==> src/rtl/interrupt_controller_pkg.sv <==
`default_nettype none
// ============================================================================
// Module   : interrupt_controller_pkg
// Purpose  : Shared definitions for the interrupt controller. This file holds
//            the controller FSM state encoding, the default number of sources
//            and the device index constants.
// Ports    : none (package)
// Revision : 1.0 - initial release
// ============================================================================
package interrupt_controller_pkg;

  // Default number of interrupt sources: timer, keys, switches, spare.
  localparam int NSRC_DEFAULT = 4;

  // Device index constants. A lower index has a higher priority.
  localparam int DEV_TIMER = 0;
  localparam int DEV_KEY   = 1;
  localparam int DEV_SW    = 2;
  localparam int DEV_SPARE = 3;

  // States of the controller FSM.
  typedef enum logic [1:0] {
    ST_IDLE    = 2'd0,
    ST_REQ     = 2'd1,
    ST_SERVICE = 2'd2
  } state_e;

endpackage : interrupt_controller_pkg
`default_nettype wire

==> src/rtl/interrupt_controller_priority_encoder.sv <==
`default_nettype none
// ============================================================================
// Module   : priority_encoder
// Purpose  : Fixed-priority encoder. It returns the index of the lowest set
//            request bit, so bit 0 has the highest priority.
// Ports    : req_i   [N-1:0]  request vector
//            idx_o   [IW-1:0] index of the winning request
//            valid_o          high when any request bit is set
// Revision : 1.0 - initial release
// ============================================================================
module priority_encoder #(
  parameter int N  = 4,
  parameter int IW = 2
) (
  input  logic [N-1:0]  req_i,
  output logic [IW-1:0] idx_o,
  output logic          valid_o
);

  // The loop scans from the top index down. Each set bit overwrites the
  // previous result, so the lowest set index is the one that remains.
  always_comb begin
    idx_o   = '0;
    valid_o = 1'b0;
    for (int i = N - 1; i >= 0; i--) begin
      if (req_i[i]) begin
        idx_o   = IW'(i);
        valid_o = 1'b1;
      end
    end
  end

endmodule : priority_encoder
`default_nettype wire

==> src/rtl/interrupt_controller.sv <==
`default_nettype none
// ============================================================================
// Module   : interrupt_controller
// Purpose  : Non-nesting interrupt controller. Each device request is
//            edge-detected into a pending bit. The controller picks the
//            lowest-index pending source and requests an interrupt from the
//            pipeline. It then tracks the handler until RETI.
// Ports    : clk                 clock, rising edge
//            reset               asynchronous active-high reset
//            devIrq    [NSRC-1:0] level interrupt requests from the devices
//            ieIn                global interrupt enable (PCS bit 0)
//            intAck              pulse: the pipeline took the interrupt
//            isReti              pulse: a RETI instruction committed
//            inta                interrupt request to the pipeline
//            idn       [DBITS-1:0] index of the requested/serviced source
//            devAck    [NSRC-1:0] one-hot pulse that clears the device request
//            inService           high while a handler runs
// Revision : 1.0 - initial release
// ============================================================================
module interrupt_controller
  import interrupt_controller_pkg::*;
#(
  parameter int DBITS = 32,
  parameter int NSRC  = NSRC_DEFAULT
) (
  input  logic             clk,
  input  logic             reset,
  input  logic [NSRC-1:0]  devIrq,
  input  logic             ieIn,
  input  logic             intAck,
  input  logic             isReti,
  output logic             inta,
  output logic [DBITS-1:0] idn,
  output logic [NSRC-1:0]  devAck,
  output logic             inService
);

  localparam int IW = (NSRC > 1) ? $clog2(NSRC) : 1;

  state_e          state_q;
  logic [NSRC-1:0] prevIrq_q;
  logic [NSRC-1:0] pending_q;
  logic [NSRC-1:0] pending_d;
  logic [NSRC-1:0] devAck_q;
  logic [IW-1:0]   idx_q;
  logic            inta_q;
  logic            inService_q;

  logic [NSRC-1:0] rise;
  logic [NSRC-1:0] clr;
  logic [IW-1:0]   win_idx;
  logic            win_valid;

  assign rise = devIrq & ~prevIrq_q;

  // A request is cleared only when the acknowledge is accepted in REQ.
  // The new rise is ORed in after the clear, so a rise on the same edge
  // keeps the pending bit set.
  always_comb begin
    clr = '0;
    if (state_q == ST_REQ && intAck) begin
      clr[idx_q] = 1'b1;
    end
    pending_d = (pending_q & ~clr) | rise;
  end

  priority_encoder #(
    .N  (NSRC),
    .IW (IW)
  ) u_prio (
    .req_i   (pending_q),
    .idx_o   (win_idx),
    .valid_o (win_valid)
  );

  // The FSM registers all of its outputs. inta, inService and devAck are
  // set on the same edge as the state change that they reflect.
  always_ff @(posedge clk or posedge reset) begin
    if (reset) begin
      state_q     <= ST_IDLE;
      prevIrq_q   <= '0;
      pending_q   <= '0;
      idx_q       <= '0;
      inta_q      <= 1'b0;
      devAck_q    <= '0;
      inService_q <= 1'b0;
    end else begin
      prevIrq_q <= devIrq;
      pending_q <= pending_d;
      devAck_q  <= '0;
      case (state_q)
        ST_IDLE: begin
          // Arbitration happens only here. idx_q is held until the
          // controller comes back to IDLE.
          if (win_valid && ieIn) begin
            state_q <= ST_REQ;
            idx_q   <= win_idx;
            inta_q  <= 1'b1;
          end
        end
        ST_REQ: begin
          if (intAck) begin
            state_q     <= ST_SERVICE;
            inta_q      <= 1'b0;
            inService_q <= 1'b1;
            devAck_q    <= clr;
          end else if (!ieIn) begin
            // The request is withdrawn and the pending bit stays set.
            state_q <= ST_IDLE;
            inta_q  <= 1'b0;
          end
        end
        ST_SERVICE: begin
          if (isReti) begin
            state_q     <= ST_IDLE;
            inService_q <= 1'b0;
          end
        end
        default: begin
          state_q     <= ST_IDLE;
          inta_q      <= 1'b0;
          inService_q <= 1'b0;
        end
      endcase
    end
  end

  assign inta      = inta_q;
  assign inService = inService_q;
  assign devAck    = devAck_q;
  assign idn       = DBITS'(idx_q);

endmodule : interrupt_controller
`default_nettype wire

==> config.mk <==
export PLATFORM = sky130hd
export DESIGN_NAME = interrupt_controller
export DESIGN_NICKNAME = d
export VERILOG_FILES = /design/src/rtl/interrupt_controller_pkg.sv /design/src/rtl/interrupt_controller_priority_encoder.sv /design/src/rtl/interrupt_controller.sv
export SDC_FILE = /design/constraint.sdc
export NUM_CORES = 1
export LEC_CHECK = 0
export BUFFER_PORTS_ARGS = -buffer_cell sky130_fd_sc_hd__buf_2
export CAP_MARGIN = 40
export CORE_MARGIN = 1.5
export CORE_UTILIZATION = 44
export DETAILED_ROUTE_END_ITERATION = 10
export HOLD_SLACK_MARGIN = 0.12
export PLACE_DENSITY = 0.86
export SLEW_MARGIN = 10
export SYNTH_ARGS = -nofsm -noshare
export SYNTH_HDL_FRONTEND = slang
export SYNTH_SLANG_ARGS = --single-unit
==> constraint.sdc <==
create_clock -name clk -period 1.6 [get_ports clk]
set_input_delay 0.16 -clock clk [delete_from_list [all_inputs] [get_ports clk]]
set_output_delay 0.16 -clock clk [all_outputs]
set_load 0.03 [all_outputs]
-- Word-level counts from Yosys, hierarchy flattened
Cells that the tools add are included.
- bits in registers: 18
- input bits: 9
- output and inout port bits: 38
- logic and storage cells: 55
- magnitude comparators: 2
- equality and inequality tests: 6
- multiplexer cells: 25
- bitwise operators: 7
- reductions and logical operators: 8
- operator list (operator ; count):
    2-bit 2-to-1 mux ; 8
    4-bit 2-to-1 mux ; 3
    1-bit 2-to-1 mux ; 10
    3-bit AND reduction ; 3
    4-bit bitwise AND ; 2
    4-bit inverter ; 2
    2-bit != test (second input constant) ; 3
    1-bit case mux with 3 select lines ; 2
    2-bit case mux with 3 select lines ; 1
    4-bit OR ; 1
    1-bit logical AND ; 3
    2-bit by 3-bit less-than comparator with 1-bit output (second input constant) ; 1
    3-bit != test (second input constant) ; 1
    1-bit demux with 2-bit select ; 1
    2-bit by 1-bit == test with 1-bit output (second input constant) ; 1
    2-bit == test (second input constant) ; 1
    2-bit by 1-bit >= comparator with 1-bit output (second input constant) ; 1
    2-bit logical NOT ; 1
    1-bit inverter ; 2
    2-bit AND reduction ; 1

-- Longest topological paths before layout
Gate-level depths: netlist of run 1.
- word-level depth: 8
- depth in mapped cells: 4
- mapped depth without buffers: 3

-- Modules after synthesis
A second synthesis of run 1 with hierarchy kept.
- cell total of the unflattened synthesis: 90
- area total of the unflattened synthesis: 940.9 um^2
- modules (own cells, without submodules) (module ; instances ; cells each ; area an instance (um^2) ; sequential area each (um^2)):
    interrupt_controller ; 1 ; 83 ; 905.9 ; 450.4
    priority_encoder ; 1 ; 7 ; 35.0 ; 0.0

-- Least setup slack after synthesis of run 1
No wires, ideal clock.
- path type: reg2reg
- from: reg pending_q[2]
- to: reg idx_q[1]
- library setup time: 122 ps
- arrival time: 1188 ps
- required time: 1478 ps
- slack: 291 ps
- stages on the path, launching flop included: 4
- buffers on the path: 0
- clock period less this slack: 1309 ps
- path through: dfrtp_1 or4_4 nor2b_4 o22a_1
- longest elaborated chain between the ends: 5
- elaborated cells between the ends (all ways): 8
- those cells by class: 6 x mux; 2 x reduce/logical
- ends and longest elaborated chain (element ; line ; RTL):
    start, declared ; interrupt_controller.sv:42 ; logic [NSRC-1:0] pending_q;
    start signal, assigned ; interrupt_controller.sv:89 ; pending_q <= pending_d;
    1-bit 2-to-1 mux (3 in a row) ; interrupt_controller_priority_encoder.sv:26 ; if (req_i[i]) begin
    1-bit logical AND ; interrupt_controller.sv:95 ; if (win_valid && ieIn) begin
    2-bit AND reduction (no source line) ; -- ;
    end signal, assigned ; interrupt_controller.sv:97 ; idx_q <= win_idx;
    end, declared ; interrupt_controller.sv:45 ; logic [IW-1:0] idx_q;
Parallel ways exist; a longest one is shown, timed or not.
A chain may end at the register's enable or synchronous reset.

-- Final worst setup path of run 1
Same ends and word-level chain as after synthesis.

==> out/qor_table.md, run 1 <==
| Item | This run | Unit |
|:---|:---|:---|
| Status | completed | - |
| Antenna diode count | 0 | - |
| Post-synthesis cell count | 89 | - |
| Summed area of non-filler cells in the final layout | 1010 | um^2 |
| Setup slack after layout | 0.231 | ns |
| Number of pins with negative max-slew slack in the final report | 0 | - |
| Leading post-synthesis cells by instance count | buf_4, dfrtp_1, inv_1 | - |
| Most used standard cell by instance count after synthesis | buf_4 | - |
| Largest family of logic cells by synthesized area | buffers and inverters | - |
| # setup viols final | 0 | - |
| Fraction of post-synthesis cell area in the top cell type by area | 48.3 | % |
| Global-route met2 utilization | 19.8 | % |
| Fmax | 0.730 | GHz |
| Global Route Usage Sum | 11.6 | % |
| Placeable core area | 1980 | um^2 |
| I/O pin cnt | 47 | - |
| Number of buffers on the longest clock path | 2 | - |
| Final Critical Period | 1.37 | ns |
| Post-Synthesis Mean Instance Area | 10.5 | um^2 |
| Initial DRC count | 7 | - |
| TNS Setup | 0 | ns |
| Average via count per standard cell | 4.20 | - |
| Setup Crit Path Kind | reg2reg | - |
| Endpoints failing hold | 0 | - |
| Global Route met3 Usage | 4.91 | % |
| Share of layout cells above drive strength 1 | 22.3 | % |
| Maximum VDD drop | 0.000546 | V |
| Cell area after technology mapping | 933 | um^2 |
| Cell-by-cell listing of the critical path | or4_4 -> nor2b_4 -> o22a_1 | - |
| Effective utilization at floorplan | 47.1 | % |
| Power density relative to cell area | 1180 | nW/um^2 |
| Synth cell types | 21 | - |
| Post-route DRC violation count | 0 | - |
| Crit path required time | 1.79 | ns |
| Post-Route WL | 1330 | um |
| Worst skew pair latency | 0.29 | ns |
| Root Driver | clkbuf_4 | - |
| Kind of start point of the critical path | register | - |
| Filler cell count in the final layout | 181 | - |
| Top post-synthesis cells by area | dfrtp_1, buf_4, inv_1 | - |
| Mux contribution to synthesized area | 0 | % |
| Post-synthesis to final-layout area growth | 7.77 | % |
| Cts repair resizes | 0 | - |
| Clock tree from TritonCTS | yes | - |
| Fraction of registers with async set/reset | 100 | % |
| Die Outline Area | 2410 | um^2 |
| Floorplan die width | 49.1 | um |
| Number of nets in the layout | 122 | - |
| Most used DFF post-synth | dfrtp_1 | - |
| Total via count in the routed design | 584 | - |
| Number of global-route vias before repair | 533 | - |
| CP delay by family, top | simple AND/OR/NAND/NOR gates | - |
| Number of instances in the placed design | 130 | - |
| Num CTS Buffers | 3 | - |
| Antenna viol nets, final | 0 | - |
| Non-filler instance count after layout | 139 | - |
| Internal power | 746 | uW |
| Clock skew after layout | 0.00482 | ns |
| First-pass GRT wire length | 2170 | um |
| XOR/XNOR Fraction of Synth Area | 0 | % |
| Post-Synth Simple-Gate Area | 12.6 | % |
| Pin count of the biggest net entering global routing | 19 | - |
| Mean routed wirelength per cell | 9.57 | um |
| Period utilization | 85.6 | % |
| DPL Wire Length | 1020 | um |
| Arrival time worst endpoint | 1.56 | ns |
| Routing usage on met1 | 13.8 | % |
| Hold crit path type | in2reg | - |
| Slew @ Worst Pin | 0.649 | ns |
| Number of synthesized register bits | 18 | - |
| Number of antenna violations at the first check in global routing | 0 | - |
| Share of power burned in combinational logic | 28.1 | % |
| Weighted congestion reported at the end of routability-driven placement | 0.758 | - |
| # H-tree levels | 1 | - |
| Highest-delay cell along the critical path | or4_4 | - |
| Count of clock tree sinks | 18 | - |
| Switching portion of total power | 37.0 | % |
| Largest driver fanout on the critical path | 3 | - |
| Post-placement setup slack | 0.247 | ns |
| Count of max-cap constraint violations | 0 | - |
| Net load switching power | 437 | uW |
| Headroom to the max-slew limit | 56.7 | % |
| Compound-Gate Fraction of Synth Area | 9.38 | % |
| Area share of fa/ha/maj cells after synthesis | 0 | % |
| Yosys warning total | 0 | - |
| Static leakage | 0.000553 | uW |
| Crit path buffers/inverters | 0 | - |
| Area after DPL | 920 | um^2 |
| Total congestion overflow | 0 | - |
| Total iterations of the first detailed-routing run | 3 | - |
| Number of port buffers | 16 | - |
| GR peak layer | met2 | - |
| Std cell rows | 16 | - |
| Number of flops mapped to enable cells by yosys | 0 | - |
| Slowest Stage Delay on Critical Path | 0.56 | ns |
| Worst-path clk slew | 0.10 | ns |
| Type of element capturing the critical path | register | - |
| RSZ-0062 raised after global routing | false | - |
| Share of power burned in registers | 48.9 | % |
| Sequential share of the synthesized area | 48.3 | % |
| Largest area contributor in the synthesized netlist | dfrtp_1 | - |
| Vertical extent of the die | 49.1 | um |
| Power share of the clock group | 23.0 | % |
==> final timing paths <==
| check | start | end | slack, ns | cells after the start |
|---|---|---|---|---|
| min reg2reg | prevIrq_q[2]$_DFF_PP0_ | pending_q[2]$_DFF_PP0_ | 0.44 | 1 |
| min | isReti | inService$_DFFE_PP0P_ | 0.14 | 4 |
| max in group asynchronous | reset | prevIrq_q[1]$_DFF_PP0_ | 0.69 | 3 |
| max reg2reg | pending_q[2]$_DFF_PP0_ | idx_q[1]$_DFFE_PP0P_ | 0.23 | 3 |
| max | pending_q[2]$_DFF_PP0_ | idx_q[1]$_DFFE_PP0P_ | 0.23 | 3 |
| min in group asynchronous | reset | devAck[3]$_DFF_PP0_ | 0.49 | 3 |
==> power by group through the flow <==
stage	Clock (uW)	Combinational, uW	Sequential (uW)
after CTS	285	335	577
after global routing	304	359	588
after detailed placement	0	325	586
final	272	333	579
after global placement	0	317	582
after floorplan	0	256	641
==> registers in the layout, indices dropped and copies added, names as in the netlist <==
name       cells
inta           1
devAck         4
prevIrq_q      4
idx_q          2
state_q        2
pending_q      4
inService      1
==> cell usage in the layout, fill, tap and decap left out <==
master	instances
inv_1	10
o211a_1	1
o21a_1	1
nand2b_1	1
nor4_1	2
dlygate4sd3_1	5
clkbuf_8	1
nor2b_4	1
or4_4	1
nor4b_2	2
nor2b_1	1
conb_1	30
o21ai_0	3
dfrtp_1	18
nand2_1	2
buf_2	16
nor2_1	3
o22a_1	1
a21oi_1	3
or3b_4	1
o22ai_1	5
nand3b_1	1
clkbuf_4	3
==> worst register-to-register path, stage by stage, from the launching register on <==
cell,delay [ns]
dfrtp_1,0.41
or4_4,0.56
nor2b_4,0.14
o22a_1,0.16
==> through the flow <==
step | hold WS [ns] | utilization [%] | power (uW)
after detailed placement | 0.282 | 46.4 | 911
after global placement | 0.268 | 46.4 | 899
final | 0.136 | 50.8 | 1180
after CTS | 0.126 | 50.8 | 1200
after floorplan | 0.0986 | - | 896
after global routing | 0.165 | 50.8 | 1250
==> final cells by class <==
cell class                 instances  area, um^2  area share, %
sequential                        18         450           44.8
clock buffer                       4        36.3           3.61
inverter                          10        37.5           3.73
timing repair buffer              21         130           12.9
tap                               27        33.8           3.36
multi-input combinational         59         318           31.6
==> kinds of logic (layout without fill, tap and decap cells) <==
| group | Yosys count | count (layout) |
|---|---|---|
| buffers and inverters | 41 | 35 |
| DFF | 18 | 18 |
| and+or+nand+nor | 15 | 15 |
| AOI/OAI and AO/OA | 14 | 14 |
| other | 1 | 30 |
==> layer usage <==
| metal | vias up | wire length [um] |
|---|---|---|
| met4 | 0 | 7 |
| li1 | 278 | - |
| met5 | - | 0 |
| met3 | 2 | 107 |
| met1 | 272 | 581 |
| met2 | 32 | 634 |
==> timing repair <==
action	CTS	global route
hold buffers	5	0
setup buffers	0	0
endpoints found under the hold margin	22	0
Power figures use the tool's default switching activity.
==> run 2: changes to the inputs <==
--- a/config.mk
+++ b/config.mk
@@ -12,6 +12,7 @@
 export DETAILED_ROUTE_END_ITERATION = 10
 export HOLD_SLACK_MARGIN = 0.12
 export PLACE_DENSITY = 0.86
+export RECOVER_POWER = 100
 export SLEW_MARGIN = 10
 export SYNTH_ARGS = -nofsm -noshare
 export SYNTH_HDL_FRONTEND = slang
==> run 2 against run 1 <==
  * Cell area down 3.1%
  * Fmax is 3.1% lower
  * Die area is the same
  * Non-clock buffer count stayed put
  * Routed wire length increased by 1.1%
  * Via count shrank 0.17%
  * Flip-flop and latch count did not move
  * Count of clock-buffer cells in the layout did not move
  * Worst setup slack lost 0.044 ns
  * Total power is 1.7% lower
  * Largest power group unchanged
  * Highest routed layer unchanged
==> out/qor_table.md, run 2 (synthesis results as in run 1) <==
| Item | This run | Unit | vs previous |
|:---|:---|:---|:---|
| Vertical extent of the die | 49.1 | um | unchanged |
| Share of power burned in combinational logic | 27.1 | % | was 28.1% |
| DPL Wire Length | 1020 | um | unchanged |
| Count of clock tree sinks | 18 | - | unchanged |
| Post-synthesis to final-layout area growth | 4.42 | % | was 7.77% |
| Worst skew pair latency | 0.29 | ns | about the same |
| Cell-by-cell listing of the critical path | or4_1 -> nor2b_1 -> o22a_1 | - | was or4_4 -> nor2b_4 -> o22a_1 |
| RSZ-0062 raised after global routing | false | - | unchanged |
| Clock tree from TritonCTS | yes | - | unchanged |
| Antenna viol nets, final | 0 | - | unchanged |
| Setup Crit Path Kind | reg2reg | - | unchanged |
| Final Critical Period | 1.41 | ns | was 1.37 ns |
| Number of nets in the layout | 122 | - | unchanged |
| Total congestion overflow | 0 | - | unchanged |
| Crit path required time | 1.79 | ns | about the same |
| Number of antenna violations at the first check in global routing | 0 | - | unchanged |
| Pin count of the biggest net entering global routing | 19 | - | unchanged |
| Endpoints failing hold | 0 | - | unchanged |
| Highest-delay cell along the critical path | or4_1 | - | was or4_4 |
| Maximum VDD drop | 0.000545 | V | was 0.000546 V |
| GR peak layer | met2 | - | unchanged |
| Number of buffers on the longest clock path | 2 | - | unchanged |
| Net load switching power | 434 | uW | was 437 uW |
| Critical path endpoint | idx_q[1]$_DFFE_PP0P_ | - | unchanged |
| Largest driver fanout on the critical path | 3 | - | unchanged |
| Worst Hold Margin | 0.135 | ns | was 0.136 ns |
| Type of element capturing the critical path | register | - | unchanged |
| Share of layout cells above drive strength 1 | 10.7 | % | was 22.3% |
| TNS Setup | 0 | ns | unchanged |
| Routing usage on met1 | 13.8 | % | unchanged |
| Worst-path clk slew | 0.10 | ns | about the same |
| Destination of the worst register-to-register timing path | idx_q[1]$_DFFE_PP0P_ | - | unchanged |
| Post-route DRC violation count | 0 | - | unchanged |
| Filler cell count in the final layout | 188 | - | was 181 |
| Weighted congestion reported at the end of routability-driven placement | 0.758 | - | unchanged |
| Initial DRC count | 15 | - | was 7 |
| Headroom to the max-slew limit | 57.0 | % | was 56.7% |
| Num CTS Buffers | 3 | - | unchanged |
| Clock skew after layout | 0.00486 | ns | was 0.00482 ns |
| Area after DPL | 920 | um^2 | unchanged |
| Fmax | 0.708 | GHz | was 0.730 GHz |
| Status | completed | - | unchanged |
| First-pass GRT wire length | 2170 | um | unchanged |
| Number of port buffers | 16 | - | unchanged |
| Kind of start point of the critical path | register | - | unchanged |
| Post-Route WL | 1340 | um | was 1330 um |
| Die Outline Area | 2410 | um^2 | unchanged |
| Share of power burned in registers | 49.5 | % | was 48.9% |
| Antenna diode count | 0 | - | unchanged |
| Count of max-cap constraint violations | 0 | - | unchanged |
| Mean routed wirelength per cell | 9.67 | um | was 9.57 um |
| Switching portion of total power | 37.3 | % | was 37.0% |
| Period utilization | 88.3 | % | was 85.6% |
| Total iterations of the first detailed-routing run | 4 | - | was 3 |
| Most common cell after layout, fill and taps aside | conb_1 | - | unchanged |
| Power share of the clock group | 23.4 | % | was 23.0% |
| Floorplan die width | 49.1 | um | unchanged |
| Power density relative to cell area | 1190 | nW/um^2 | was 1180 nW/um^2 |
| Summed area of non-filler cells in the final layout | 975 | um^2 | was 1010 um^2 |
| Effective utilization at floorplan | 47.1 | % | unchanged |
| Static leakage | 0.000510 | uW | was 0.000553 uW |
| Arrival time worst endpoint | 1.60 | ns | was 1.56 ns |
| Slowest Stage Delay on Critical Path | 0.58 | ns | was 0.56 ns |
| Final core utilization | 49.2 | % | was 50.8% |
| Worst reg2reg setup slack | 0.19 | ns | was 0.23 ns |
| Average via count per standard cell | 4.19 | - | was 4.20 |
| # setup viols final | 0 | - | unchanged |
| Global Route Usage Sum | 11.6 | % | unchanged |
| Global Route met3 Usage | 4.91 | % | unchanged |
| Total via count in the routed design | 583 | - | was 584 |
| Commonest cells after routing, fill and taps aside | conb_1, dfrtp_1, inv_1 | - | was conb_1, dfrtp_1, buf_2 |
| Number of pins with negative max-slew slack in the final report | 0 | - | unchanged |
| Crit. Startpoint | pending_q[2]$_DFF_PP0_ | - | unchanged |
| I/O pin cnt | 47 | - | unchanged |
| Placeable core area | 1980 | um^2 | unchanged |
| Slew @ Worst Pin | 0.644 | ns | was 0.649 ns |
| Root Driver | clkbuf_4 | - | unchanged |
| Global-route met2 utilization | 19.8 | % | unchanged |
| Hold crit path type | in2reg | - | unchanged |
| Number of global-route vias before repair | 533 | - | unchanged |
| Internal power | 730 | uW | was 746 uW |
| Startpoint of the most critical register-to-register path | pending_q[2]$_DFF_PP0_ | - | unchanged |
| # H-tree levels | 1 | - | unchanged |
| Std cell rows | 16 | - | unchanged |
| Length in cells of the worst reg-to-reg path | 3 | - | unchanged |
-- run 2: per-layer routing --
metal | vias to the layer above | share of wire (%) | wire length [um]
li1 | 276 | - | -
met1 | 270 | 42 | 560
met2 | 35 | 48 | 643
met3 | 2 | 9.9 | 133
met4 | 0 | 0.45 | 6
met5 | - | 0 | 0
-- run 2: power by group through the flow --
| stage | clock [uW] | sequential, uW | combinational [uW] |
|---|---|---|---|
| 5_1_grt | 304 | 585 | 342 |
| 4_1_cts | 285 | 577 | 335 |
| 3_3_place_gp | 0 | 582 | 317 |
| 3_5_place_dp | 0 | 586 | 325 |
| 6_report | 272 | 576 | 316 |
| 2_1_floorplan | 0 | 641 | 256 |
-- run 2: layout make-up --
| cell class | instances | area [um^2] | area share (%) |
|---|---|---|---|
| inverter | 10 | 37.5 | 3.85 |
| timing repair buffer | 21 | 119 | 12.2 |
| multi-input combinational | 59 | 298 | 30.6 |
| clock buffer | 4 | 36.3 | 3.72 |
| tap | 27 | 33.8 | 3.47 |
| sequential | 18 | 450 | 46.2 |
-- run 2: timing repair --
| item | in CTS | in global routing |
|---|---|---|
| hold endpoints to repair | 22 | 0 |
| hold buffers | 5 | 0 |
| buffers inserted | 0 | 0 |
| gates resized for setup | 0 | 0 |
-- run 2: worst min path at each step --
stage	slack, ns	cells past startpoint	from	to
final	0.13	4	isReti	inService$_DFFE_PP0P_
after global routing	0.17	3	isReti	state_q[1]$_DFFE_PP0P_
after CTS	0.13	4	isReti	inService$_DFFE_PP0P_
after detailed placement	0.28	2	reset	state_q[1]$_DFFE_PP0P_
after global placement	0.27	2	reset	state_q[1]$_DFFE_PP0P_
after floorplan	0.1	1	reset	devAck[0]$_DFF_PP0_
-- run 2: critical path, delay by kind of cell (launching register included) --
family / cells / cell delay, ns
AOI/OAI and AO/OA: 1 / 0.17
DFF: 1 / 0.40
and+or+nand+nor: 2 / 0.74
-- run 2: metrics by stage --
| stage | total power [uW] | std cells | worst slack [ns] |
|---|---|---|---|
| 2_1_floorplan | 896 | 118 | 0.291 |
| 3_3_place_gp | 899 | 130 | 0.278 |
| 3_5_place_dp | 911 | 130 | 0.247 |
| 4_1_cts | 1200 | 139 | 0.236 |
| 5_1_grt | 1230 | 139 | 0.121 |
| 6_report | 1160 | 139 | 0.187 |
==> run 3: changes to the inputs <==
--- a/config.mk
+++ b/config.mk
@@ -8,10 +8,10 @@
 export BUFFER_PORTS_ARGS = -buffer_cell sky130_fd_sc_hd__buf_2
 export CAP_MARGIN = 40
 export CORE_MARGIN = 1.5
-export CORE_UTILIZATION = 44
+export CORE_UTILIZATION = 40
 export DETAILED_ROUTE_END_ITERATION = 10
 export HOLD_SLACK_MARGIN = 0.12
-export PLACE_DENSITY = 0.86
+export PLACE_DENSITY = 0.82
 export RECOVER_POWER = 100
 export SLEW_MARGIN = 10
 export SYNTH_ARGS = -nofsm -noshare
==> constraint.sdc (replaced) <==
create_clock -name clk -period 1.3 [get_ports clk]
set_input_delay 0.13 -clock clk [delete_from_list [all_inputs] [get_ports clk]]
set_output_delay 0.13 -clock clk [all_outputs]
set_load 0.03 [all_outputs]
==> run 3 against run 2 <==
  * The flow now finishes with violations (setup timing)
  * Final cell count increased by 8.6%
  * Count of clock-buffer cells in the layout stayed put
  * Sequential share of layout area is 4.4 points lower
  * Critical path depth did not move
  * Critical path type unchanged
  * Critical endpoint unchanged
==> out/qor_table.md, run 3 (synthesis results as in run 1) <==
| Item | This run | Unit | vs previous |
|:---|:---|:---|:---|
| Arrival time worst endpoint | 1.51 | ns | was 1.60 ns |
| Type of element capturing the critical path | register | - | unchanged |
| Internal power | 958 | uW | was 730 uW |
| Largest driver fanout on the critical path | 3 | - | unchanged |
| Total iterations of the first detailed-routing run | 3 | - | was 4 |
| Worst hold endpoint | state_q[1]$_DFFE_PP0P_ | - | was inService$_DFFE_PP0P_ |
| Post-Route WL | 1530 | um | was 1340 um |
| Worst reg2reg setup slack | -0.02 | ns | was 0.19 ns |
| Antenna diode count | 0 | - | unchanged |
| Period utilization | 101 | % | was 88.3% |
| Post-route DRC violation count | 0 | - | unchanged |
| DPL Wire Length | 1150 | um | was 1020 um |
| Antenna viol nets, final | 0 | - | unchanged |
| Fmax | 0.760 | GHz | was 0.708 GHz |
| Std cell rows | 17 | - | was 16 |
| Launch point of the worst hold path | isReti | - | unchanged |
| Mean routed wirelength per cell | 10.1 | um | was 9.67 um |
| Vertical extent of the die | 51.3 | um | was 49.1 um |
| I/O pin cnt | 47 | - | unchanged |
| Maximum VDD drop | 0.000512 | V | was 0.000545 V |
| Average via count per standard cell | 4.18 | - | was 4.19 |
| Placeable core area | 2210 | um^2 | was 1980 um^2 |
| Share of power burned in registers | 46.5 | % | was 49.5% |
| Number of nets in the layout | 133 | - | was 122 |
| Power density relative to cell area | 1410 | nW/um^2 | was 1190 nW/um^2 |
| Kind of start point of the critical path | register | - | unchanged |
| Number of port buffers | 16 | - | unchanged |
| Count of max-cap constraint violations | 0 | - | unchanged |
| Root Driver | clkbuf_4 | - | unchanged |
| Worst Hold Margin | 0.132 | ns | was 0.135 ns |
| Post-synthesis to final-layout area growth | 15.7 | % | was 4.42% |
| # H-tree levels | 1 | - | unchanged |
| Number of buffers on the longest clock path | 2 | - | unchanged |
| Pin count of the biggest net entering global routing | 19 | - | unchanged |
| Total via count in the routed design | 631 | - | was 583 |
| Share of power burned in combinational logic | 31.2 | % | was 27.1% |
| Worst skew pair latency | 0.30 | ns | was 0.29 ns |
| Violations in the final reports | setup timing | - |  |
| First-pass GRT wire length | 2410 | um | was 2170 um |
| Initial DRC count | 10 | - | was 15 |
| Count of clock tree sinks | 18 | - | unchanged |
| Final core utilization | 48.8 | % | was 49.2% |
| Number of antenna violations at the first check in global routing | 0 | - | unchanged |
| Number of global-route vias before repair | 548 | - | was 533 |
| Floorplan die width | 51.3 | um | was 49.1 um |
| Switching portion of total power | 36.9 | % | was 37.3% |
| Destination of the worst register-to-register timing path | idx_q[1]$_DFFE_PP0P_ | - | unchanged |
| Global Route Usage Sum | 12.9 | % | was 11.6% |
| Power share of the clock group | 22.4 | % | was 23.4% |
| Area of combinational cells with multiple inputs | 324 | um^2 | was 298 um^2 |
| Startpoint of the most critical register-to-register path | pending_q[1]$_DFF_PP0_ | - | was pending_q[2]$_DFF_PP0_ |
| Commonest cells after routing, fill and taps aside | conb_1, dfrtp_1, inv_1, clkbuf_1, buf_4 | - | was conb_1, dfrtp_1, inv_1 |
| Status | finished, violations left | - | was completed |
| Num CTS Buffers | 3 | - | unchanged |
| Static leakage | 0.000570 | uW | was 0.000510 uW |
| Setup Crit Path Kind | reg2reg | - | unchanged |
| Most common cell after layout, fill and taps aside | conb_1 | - | unchanged |
| Length in cells of the worst reg-to-reg path | 3 | - | unchanged |
| Share of layout cells above drive strength 1 | 22.8 | % | was 10.7% |
| Final Critical Period | 1.32 | ns | was 1.41 ns |
| Footprint of the flip-flops and latches | 452 | um^2 | was 450 um^2 |
| Clock tree from TritonCTS | yes | - | unchanged |
| Clock skew after layout | 0.0101 | ns | was 0.00486 ns |
| Die Outline Area | 2630 | um^2 | was 2410 um^2 |
| Endpoints failing hold | 0 | - | unchanged |
| Weighted congestion reported at the end of routability-driven placement | 0.775 | - | was 0.758 |
| TNS Setup | -0.0162 | ns | was 0 ns |
| Net load switching power | 560 | uW | was 434 uW |
| RSZ-0062 raised after global routing | true | - | was false |
| Effective utilization at floorplan | 42.2 | % | was 47.1% |
| Setup slack after layout | -0.0162 | ns | was 0.187 ns |
| Crit path required time | 1.50 | ns | was 1.79 ns |
| Worst-path clk slew | 0.10 | ns | about the same |
| # setup viols final | 1 | - | was 0 |
| Depth of the worst hold-timing path | 3 | - | was 4 |
| Filler cell count in the final layout | 221 | - | was 188 |
| Hold crit path type | in2reg | - | unchanged |
| Number of pins with negative max-slew slack in the final report | 0 | - | unchanged |
| Total congestion overflow | 0 | - | unchanged |
[run 3: worst max-delay path, cell delays in order (launching register included)]
cell and delay (ns):
dfrtp_1 0.39, or4_4 0.55, nor2b_4 0.14, o22a_1 0.15
[run 3: final cells by class]
class | instances | area share [%]
flip-flops and latches | 18 | 41.8
well taps | 28 | 3.24
clock buffers | 4 | 3.36
repair buffers | 32 | 18.1
inverters | 10 | 3.48
multi-input cells | 59 | 30.0
[run 3: repair_timing]
item | 4_1_cts | 5_1_grt
hold endpoints to repair | 25 | 0
cloned | 0 | 0
resized for setup | 1 | 1
hold buffers | 5 | 0
setup endpoints to repair | 2 | 6
buffers inserted | 1 | 4
pin swaps | 2 | 0
[run 3: worst max-delay path by stage]
stage,from,to,slack (ns)
finish,pending_q[1]$_DFF_PP0_,idx_q[1]$_DFFE_PP0P_,-0.02
global route,pending_q[1]$_DFF_PP0_,idx_q[1]$_DFFE_PP0P_,-0.06
detailed placement,pending_q[3]$_DFF_PP0_,idx_q[1]$_DFFE_PP0P_,-0.04
CTS,pending_q[1]$_DFF_PP0_,idx_q[1]$_DFFE_PP0P_,-0.02
floorplan,pending_q[3]$_DFF_PP0_,idx_q[1]$_DFFE_PP0P_,-0.009
global placement,pending_q[3]$_DFF_PP0_,idx_q[1]$_DFFE_PP0P_,-0.003
[run 3: stage by stage]
stage               total power (uW)  cell area [um^2]  setup WS [ns]  cells
floorplan                       1100              1040       -0.00897    118
global placement                1140               966       -0.00319    137
detailed placement              1160               966        -0.0354    137
CTS                             1510              1060        -0.0234    147
global route                    1620              1080        -0.0587    151
finish                          1520              1080        -0.0162    151
[run 3: power by group through the flow]
stage               combinational [uW]  sequential, uW  clock (uW)
floorplan                          315             788           0
global placement                   431             710           0
detailed placement                 440             716           0
CTS                                459             705         349
global route                       513             717         386
finish                             473             706         339
[run 3: routing by layer]
metal	up-vias	track usage, %	part of all wire (%)
li1	299	-	-
met1	294	15.5	40
met2	33	20.3	48
met3	5	3.51	8.9
met4	0	7.89	2.5
met5	-	0	0
